File: src/rtl/dtw_ref_pkg.sv
// Shared definitions for the DTW reference-memory loader and reader.
// State encodings, memory read latency and block version fields.
package dtw_ref_pkg;

    typedef enum logic [1:0] {
        IDLE   = 2'd0,
        STREAM = 2'd1,
        DRAIN  = 2'd2,
        DONE   = 2'd3
    } ref_state_t;

    localparam int RD_LAT = 1;

    localparam logic [7:0] VER_MAJOR    = 8'd1;
    localparam logic [7:0] VER_MINOR    = 8'd0;
    localparam logic [7:0] VER_REVISION = 8'd0;

endpackage

File: src/rtl/dtw_ref_fwft_buf.sv
// First-word-fall-through elastic buffer: head_data is valid whenever !empty.
// Push and pop in the same cycle leave the occupancy unchanged; flush empties it.
module dtw_ref_fwft_buf #(
    parameter int DEPTH = 4,
    parameter int WIDTH = 16
) (
    input  logic                   clk_in,
    input  logic                   rst_in,
    input  logic                   push,
    input  logic [WIDTH-1:0]       push_data,
    input  logic                   pop,
    input  logic                   flush,
    output logic [WIDTH-1:0]       head_data,
    output logic [$clog2(DEPTH):0] count,
    output logic                   empty,
    output logic                   full
);

    localparam int PTR_W = $clog2(DEPTH);

    logic [WIDTH-1:0] mem [DEPTH];
    logic [PTR_W-1:0] wr_ptr;
    logic [PTR_W-1:0] rd_ptr;

    // NOTE: state registers use non-blocking assignments so every flop samples pre-edge values.
    always_ff @(posedge clk_in or negedge rst_in) begin
        if (!rst_in) begin
            wr_ptr <= '0;
            rd_ptr <= '0;
            count  <= '0;
        end else if (flush) begin
            wr_ptr <= '0;
            rd_ptr <= '0;
            count  <= '0;
        end else begin
            if (push) wr_ptr <= wr_ptr + 1'b1;
            if (pop)  rd_ptr <= rd_ptr + 1'b1;
            case ({push, pop})
                2'b10:   count <= count + 1'b1;
                2'b01:   count <= count - 1'b1;
                default: count <= count;
            endcase
        end
    end

    // NOTE: the storage array has no reset; its contents are only observable behind count.
    always_ff @(posedge clk_in) begin
        if (push && !flush) mem[wr_ptr] <= push_data;
    end

    assign head_data = mem[rd_ptr];
    assign empty     = (count == '0);
    assign full      = (count == ($clog2(DEPTH)+1)'(DEPTH));

endmodule

File: src/rtl/dtw_core_ref_reader.sv
// Streams reference memory words 0..len_eff-1 into a sink FIFO through a FWFT buffer.
// Optional running checksum output enabled by DTW_REF_READER_CKSUM_EN.
module dtw_core_ref_reader
    import dtw_ref_pkg::*;
#(
    parameter int DATA_WIDTH       = 16,
    parameter int ADDR_WIDTH       = 32,
    parameter int REFMEM_PTR_WIDTH = 20,
    parameter int BUF_DEPTH        = 4
) (
    input  logic                        clk_in,
    input  logic                        rst_in,
    input  logic                        rs_in,
    input  logic                        ref_load_done_in,
    input  logic [ADDR_WIDTH-1:0]       ref_len_in,
    output logic                        busy_out,
    output logic                        done_out,
    output logic [REFMEM_PTR_WIDTH-1:0] ref_addr_out,
    input  logic [DATA_WIDTH-1:0]       ref_data_in,
    output logic                        sink_fifo_wren_out,
    input  logic                        sink_fifo_full_in,
    output logic [DATA_WIDTH-1:0]       sink_fifo_data_out,
    output logic [1:0]                  dbg_state,
    output logic [31:0]                 dbg_word_cnt
`ifdef DTW_REF_READER_CKSUM_EN
    ,
    output logic [31:0]                 cksum_out
`endif
);

    localparam int                          CNT_W   = $clog2(BUF_DEPTH) + 1;
    localparam logic [63:0]                 LEN_CAP = 64'd1 << REFMEM_PTR_WIDTH;
    localparam logic [REFMEM_PTR_WIDTH:0]   PTR_ONE = 1;

    ref_state_t                  state, state_next;
    logic [REFMEM_PTR_WIDTH:0]   len_eff, len_eff_d;
    logic [REFMEM_PTR_WIDTH:0]   rd_issued;
    logic [REFMEM_PTR_WIDTH:0]   wr_cnt;
    logic                        addr_vld;
    logic                        data_vld;
    logic [63:0]                 len_wide;

    logic                        start, issue_start, issue, running, abort;
    logic                        wren, push;
    logic                        buf_empty, buf_full;
    logic [CNT_W-1:0]            buf_count;
    int                          occ_sum;

    assign len_wide  = 64'(ref_len_in);
    assign len_eff_d = (len_wide > LEN_CAP) ? LEN_CAP[REFMEM_PTR_WIDTH:0]
                                            : len_wide[REFMEM_PTR_WIDTH:0];

    always_ff @(posedge clk_in or negedge rst_in) begin
        if (!rst_in) state <= IDLE;
        else         state <= state_next;
    end

    // NOTE: every always_comb output gets a default first so no latch is inferred.
    always_comb begin
        state_next  = state;
        start       = 1'b0;
        issue_start = 1'b0;
        issue       = 1'b0;
        running     = 1'b0;
        abort       = 1'b0;
        wren        = 1'b0;
        push        = 1'b0;
        occ_sum     = 0;
        case (state)
            IDLE: begin
                if (rs_in && ref_load_done_in) begin
                    start       = 1'b1;
                    issue_start = (len_eff_d != '0);
                    state_next  = issue_start ? STREAM : DONE;
                end
            end
            STREAM, DRAIN: begin
                running = rs_in;
                abort   = !rs_in;
                wren    = rs_in && !buf_empty && !sink_fifo_full_in;
                push    = rs_in && data_vld;
                // Issue credit: words already buffered plus reads still in flight.
                occ_sum = int'(buf_count) - int'(wren) + int'(addr_vld) + int'(data_vld);
                issue   = (state == STREAM) && rs_in && !buf_full &&
                          (rd_issued < len_eff) && (occ_sum < BUF_DEPTH);
                if (!rs_in)
                    state_next = IDLE;
                else if (state == STREAM && rd_issued == len_eff)
                    state_next = DRAIN;
                else if (state == DRAIN && !addr_vld && !data_vld && buf_empty &&
                         wr_cnt == len_eff)
                    state_next = DONE;
            end
            DONE: begin
                if (!rs_in) state_next = IDLE;
            end
            default: state_next = IDLE;
        endcase
    end

    always_ff @(posedge clk_in or negedge rst_in) begin
        if (!rst_in) begin
            len_eff      <= '0;
            rd_issued    <= '0;
            wr_cnt       <= '0;
            ref_addr_out <= '0;
            addr_vld     <= 1'b0;
            data_vld     <= 1'b0;
        end else if (start) begin
            len_eff  <= len_eff_d;
            wr_cnt   <= '0;
            data_vld <= 1'b0;
            addr_vld <= issue_start;
            if (issue_start) begin
                ref_addr_out <= '0;
                rd_issued    <= PTR_ONE;
            end else begin
                rd_issued    <= '0;
            end
        end else begin
            addr_vld <= issue;
            data_vld <= addr_vld && running;
            if (issue) begin
                ref_addr_out <= rd_issued[REFMEM_PTR_WIDTH-1:0];
                rd_issued    <= rd_issued + PTR_ONE;
            end
            if (wren) wr_cnt <= wr_cnt + PTR_ONE;
        end
    end

    dtw_ref_fwft_buf #(
        .DEPTH (BUF_DEPTH),
        .WIDTH (DATA_WIDTH)
    ) u_buf (
        .clk_in    (clk_in),
        .rst_in    (rst_in),
        .push      (push),
        .push_data (ref_data_in),
        .pop       (wren),
        .flush     (abort),
        .head_data (sink_fifo_data_out),
        .count     (buf_count),
        .empty     (buf_empty),
        .full      (buf_full)
    );

`ifdef DTW_REF_READER_CKSUM_EN
    always_ff @(posedge clk_in or negedge rst_in) begin
        if (!rst_in)   cksum_out <= '0;
        else if (start) cksum_out <= '0;
        else if (wren)  cksum_out <= cksum_out + 32'(sink_fifo_data_out);
    end
`endif

    assign sink_fifo_wren_out = wren;
    assign busy_out           = (state == STREAM) || (state == DRAIN);
    assign done_out           = (state == DONE);
    assign dbg_state          = state;
    assign dbg_word_cnt       = 32'(wr_cnt);

endmodule
File: config.mk
export PLATFORM = sky130hd
export DESIGN_NAME = dtw_core_ref_reader
export DESIGN_NICKNAME = d
export VERILOG_FILES = /design/src/rtl/dtw_ref_pkg.sv /design/src/rtl/dtw_ref_fwft_buf.sv /design/src/rtl/dtw_core_ref_reader.sv
export SDC_FILE = /design/constraint.sdc
export NUM_CORES = 1
export LEC_CHECK = 0
export CAP_MARGIN = 20
export CORE_UTILIZATION = 30
export DETAILED_ROUTE_END_ITERATION = 10
export PLACE_DENSITY = 0.53
export SLEW_MARGIN = 20
export SYNTH_ARGS = -nofsm -noshare
export SYNTH_HDL_FRONTEND = slang
export SYNTH_SLANG_ARGS = --single-unit
File: constraint.sdc
create_clock -name clk_in -period 3.1 [get_ports clk_in]
set_input_delay 0.465 -clock clk_in [delete_from_list [all_inputs] [get_ports clk_in]]
set_output_delay 0.465 -clock clk_in [all_outputs]
set_load 0.05 [all_outputs]
Word level (Yosys, flattened, before mapping):

Memory sizes are Yosys's and may differ from the RTL's.
Index checks and enable logic that the tools add are counted.

* magnitude comparators: 3
* muxes and demuxes: 35
* reductions and logical operators: 34
* equality and inequality tests: 12
* add/subtract/negate cells: 9

Operator list (count)
* $mux W21: 5
* $mux W20: 3
* $add A21 B1 Y21 const B: 2
* $eq A21 B21 Y1: 2
* $gt A32 B21 Y1 const B: 1
* $lt A21 B21 Y1: 1
* $reduce_bool A21 Y1: 1
* $mux W2: 10
* $logic_and A1 B1 Y1: 15
* $mux W1: 14
* $reduce_bool A2 Y1: 4
* $logic_not A1 Y1: 7
* $add A5 B2 Y6: 1
* $eq A2 B2 Y1 const B: 3
* $lt A6 B4 Y1 const B: 1
* $pmux W2 S3: 1
* $pmux W3 S2: 1
* $add A4 B2 Y5: 1
* $add A2 B1 Y2 const B: 2
* $eq A2 B1 Y1 const B: 2
* $ne A2 B2 Y1 const B: 2
* $ne A4 B4 Y1 const B: 1
* $sub A3 B1 Y4: 1
* $add A3 B1 Y3 const B: 1
* other kinds (11): 11

* RAM bits: 64
* output and inout bits: 73
* logic and storage cells: 104
* register bits after elaboration: 94
* memories: 1
* input port bits: 53

Memories
* u_buf.mem: depth 4, bits a word 16, rd ports 1, clocked after Yosys merged registers in 0, write ports 1, RTL line dtw_ref_fwft_buf.sv:21 `logic [WIDTH-1:0] mem [DEPTH];`

Longest topological paths before layout:

* depth after elaboration: 12
* mapped depth: 13
* gate-level depth less buffers: 11

Cells and area by module:

A second synthesis with hierarchy kept.

* cell total of the unflattened synthesis: 665
* area total of the unflattened synthesis: 7971.4 µm²

Modules (own cells, without submodules)
* dtw_core_ref_reader: area an instance 5182.5 µm², cells an instance 538, times used 1
* dtw_ref_fwft_buf: area an instance 2788.9 µm², cells an instance 127, times used 1

Worst setup path after synthesis:

OpenSTA, ideal clock, no wires.

* kind: register -> register
* start: register state[0], in the netlist dbg_state[0]
* end: register wr_cnt[20]
* setup slack: -0.304 ns
* stages on the path, launching flop included: 12
* data arrival time: 3.272 ns
* period minus slack after synthesis: 3.404 ns
* library setup time: 0.132 ns
* cells stage by stage: dfrtp_1 > inv_1 > ha_1 > buf_4 > nand2_1 > or3_1 > clkbuf_1 > inv_2 > nand4_1 > nor4_1 > xnor2_1 > nor2_1

* cells in the longest elaborated chain, start to end: 4
* elaborated cells on any way between the ends: 8

RTL lines
* from (decl): RTL line dtw_core_ref_reader.sv:35 `ref_state_t state, state_next;`
* from (signal assigned): RTL line dtw_core_ref_reader.sv:55 `else state <= state_next;`
* $eq A2 B1 Y1 / $eq A2 B2 Y1 (equally long branches): RTL line dtw_core_ref_reader.sv:69 `case (state)`
* $reduce_or A2 Y1 *: RTL line dtw_core_ref_reader.sv:69
* $mux W1 *: RTL line dtw_core_ref_reader.sv:69
* net sink_fifo_wren_out: RTL line dtw_core_ref_reader.sv:20 `output logic sink_fifo_wren_out,`
* $reduce_bool A2 Y1 (no line) *
* to (signal assigned): RTL line dtw_core_ref_reader.sv:127 `if (wren) wr_cnt <= wr_cnt + PTR_ONE;`
* to (decl): RTL line dtw_core_ref_reader.sv:38 `logic [REFMEM_PTR_WIDTH:0] wr_cnt;`

The timed path passes the listed nets; every way through them passes the cells marked *.
A chain may end at the register's enable or synchronous reset.

Final worst setup path:

* start: register u_buf.rd_ptr[0]
* end: output port sink_fifo_data_out[5]

* cells in the longest elaborated chain, start to end: 1

RTL lines
* from (decl): RTL line dtw_ref_fwft_buf.sv:23 `logic [PTR_W-1:0] rd_ptr;`
* from (signal assigned): RTL line dtw_ref_fwft_buf.sv:37 `if (pop) rd_ptr <= rd_ptr + 1'b1;`
* $mem_v2 Z4 W16
* to (decl): RTL line dtw_core_ref_reader.sv:22 `output logic [DATA_WIDTH-1:0] sink_fifo_data_out,`

No other way between the ends.

==> results.yml <==
outcome:
  outcome: "complete, no violations"
clock_network:
  clock_latency_ns: 0.43
  tritoncts: "built"
  htreeDepth: 4
  path_clk_slew_ns: 0.07
  cts_sinks: 158
  cts_buffer_depth: 2
  cts_root_buffer: "clkbuf_16"
  cts_buffers: 17
setup_path:
  cp_top_family: "buffers and inverters"
  path_buf_inv: 2
  end_kind: "output pin"
  cp_max_fo: 16
  critPathLaunch: "u_buf.rd_ptr[0]"
  cp.arrival_ns: 2.44
  critPathKind: "register to output pin"
  startpoint_type: "register"
  critical_path_required_ns: 2.63
  cp_slowest_stage_delay_ns: 0.71
  cp_slowest_cell: "clkdlybuf4s50_1"
  rr_startpoint: "u_buf.count[2]"
  worstPathCellList: "buf_4, mux4_2, clkdlybuf4s50_1"
yosys:
  synth_ff_type: "dfrtp_1"
  synth.distinct_cells: 48
  synth_top_area_share_pct: 30.4
  ys_warn_count: 0
  synth.cell_area_mm2: 0.00773
  syn_inst: 697
  synthTopCellsByArea: "dfrtp_1 30%, edfxtp_1 25%, ha_1 5.5%, mux4_2 4.7%, nand2_1 3.7%"
  synth-seq-cells: 158
  async_reset_ff_share_pct: 59.5
  syn_area_per_cell_um2: 11.1
  synth-seq-area-share_pct: 55.3
  synth_enable_flop_cells: 64
  synth_top_area_cell: "dfrtp_1"
floorplanning:
  rows: 58
  die_area_mm2: 0.0264
  ios: 126
  die_h_um: 163
  initial_utilization_pct: 30.6
  core_mm2: 0.0253
  die_w_um: 163
placed_design:
  dp.final_hpwl_um: 14200
  port_buffers: 114
  dp.cells: 1141
  placed_area_mm2: 0.00946
  place_congestion: 0.790
sta:
  tightest_slew_ns: 0.603
  grt_setup_unrepaired: "no"
  fin_crit_ns: 2.91
  finalMaxSlewViolations: 0
  final-setup-viol-count: 0
  fin_skew_ns: 0.0123
  fin_crit_sh_pct: 93.8
  hold_ws_ns: 0.495
  slew_headroom_pct: 59.4
  hold_viol: 0
  max_freq_mhz: 344
layout:
  area_growth_pct: 30.3
  design_area_mm2: 0.0101
  fillers: 2494
  final_cells: 1174
  diodes: 0
  layout_common_cells: "112 x clkdlybuf4s50_1, 92 x dfrtp_1, 77 x nand2_1"
  final_nets: 919
  final_common_cell: "clkdlybuf4s50_1"
  drive_gt1_share_pct: 11.1
drt:
  firstDrtPassIters: 4
  drtIter0Drc: 310
  drc: 0
  wl_per_cell_um: 16.9
  drtAntennaViolNets: 0
  num_vias: 5734
  via_per_inst: 4.88
  routed_wl_um: 19800
power_and_ir_drop:
  ir_drop_v: 0.000316
  powerDensity_mw_per_mm2: 647
  leakage_nw: 4.05
global_routing:
  grt_pass1_vias: 5655
  grt_pass1_wl_um: 32000
  grt_max_degree: 48
  overflow: 0
  grt_antenna_before_repair: 0
  grt_usage_pct: 15.8
flow_run:
  maxCapViolations: 0
min_path:
  holdCritPathClass: "primary input to asynchronous set/reset pin"
-- Yosys cell counts, types with 12 or more instances --
master,instances
a21oi_1,35
nand2_1,77
o21ai_0,46
clkbuf_1,28
and3_1,14
inv_1,34
xnor2_1,17
nand3_1,33
dfrtp_1,94
edfxtp_1,64
ha_1,34
buf_4,12
or3_1,12
nor2_1,36
mux4_2,16
nand4_1,20
xor2_1,26
o21ai_1,18
-- sequential cells by signal, summed over array words and instances (netlist names) --
signal,count
addr_vld,1
rd_issued,21
len_eff,21
wr_cnt,21
ref_addr_out,20
u_buf.wr_ptr,2
data_vld,1
u_buf.count,3
u_buf.rd_ptr,2
dbg_state,2
u_buf.mem,64
-- path summary, 6_finish.rpt --
path | slack (ns) | cells after the start | to
hold / removal | 0.50 | 2 | ref_addr_out[5]
setup / recovery | 0.19 | 3 | sink_fifo_data_out[5]
hold reg to reg | 0.52 | 2 | ref_addr_out[14]
min in group clk_in | 0.52 | 2 | ref_addr_out[14]
setup reg to reg | 0.37 | 11 | rd_issued[18]
max in group asynchronous | 1.92 | 3 | dbg_state[1]
-- report_power, final --
group / internal, W / total [W] / switching [W]
registers: 0.00229 / 0.00242 / 0.000131
clock network: 0.00122 / 0.00218 / 0.000956
logic: 0.000752 / 0.00191 / 0.00116
-- timing repair --
item / in CTS / in global routing
resized for setup: 0 / 0
setup buffers: 0 / 0
hold endpoints to repair: 26 / 0
hold buffers: 1 / 0
-- stage by stage --
step	utilization, %	setup WS (ns)	TNS, ns	power (W)
floorplan	-	0.0747	0	0.00367
global placement	37.5	-0.0284	-0.0950	0.00439
CTS	39.9	0.147	0	0.00659
global route	39.9	0.0689	0	0.00681
detailed placement	37.5	-0.0735	-0.499	0.00440
finish	39.9	0.192	0	0.00651
-- cell type report --
cell class	instances	area, µm²	share of cell area, %
clock buffers	18	429	4.26
clock inverters	14	176	1.75
inverters	35	134	1.33
multi-input cells	468	3140	31.2
flip-flops and latches	158	4280	42.5
well taps	330	413	4.10
repair buffers	151	1500	14.9
-- logic make-up (layout without fill, tap and decap cells) --
family                   after synthesis  after routing  share of synthesized area, %
buffers and inverters                 81            218                          4.61
XOR/XNOR                              44             44                          5.08
adder cells (fa/ha/maj)               35             35                          5.76
AO/OA/AOI/OAI                        117            117                          8.38
multiplexers                          19             19                          5.07
AND/OR/NAND/NOR                      242            242                          15.7
other                                  1             11                        0.0485
flip-flops                           158            158                          55.3
-- routing by layer --
layer | track usage [%] | routed length, µm | vias up
met5 | 0 | 0 | -
met4 | 4.37 | 175 | 0
met3 | 2.42 | 661 | 14
met2 | 25.8 | 9530 | 124
met1 | 21.6 | 9480 | 2834
li1 | - | - | 2762
No activity file was read; power rests on OpenSTA's default activity.
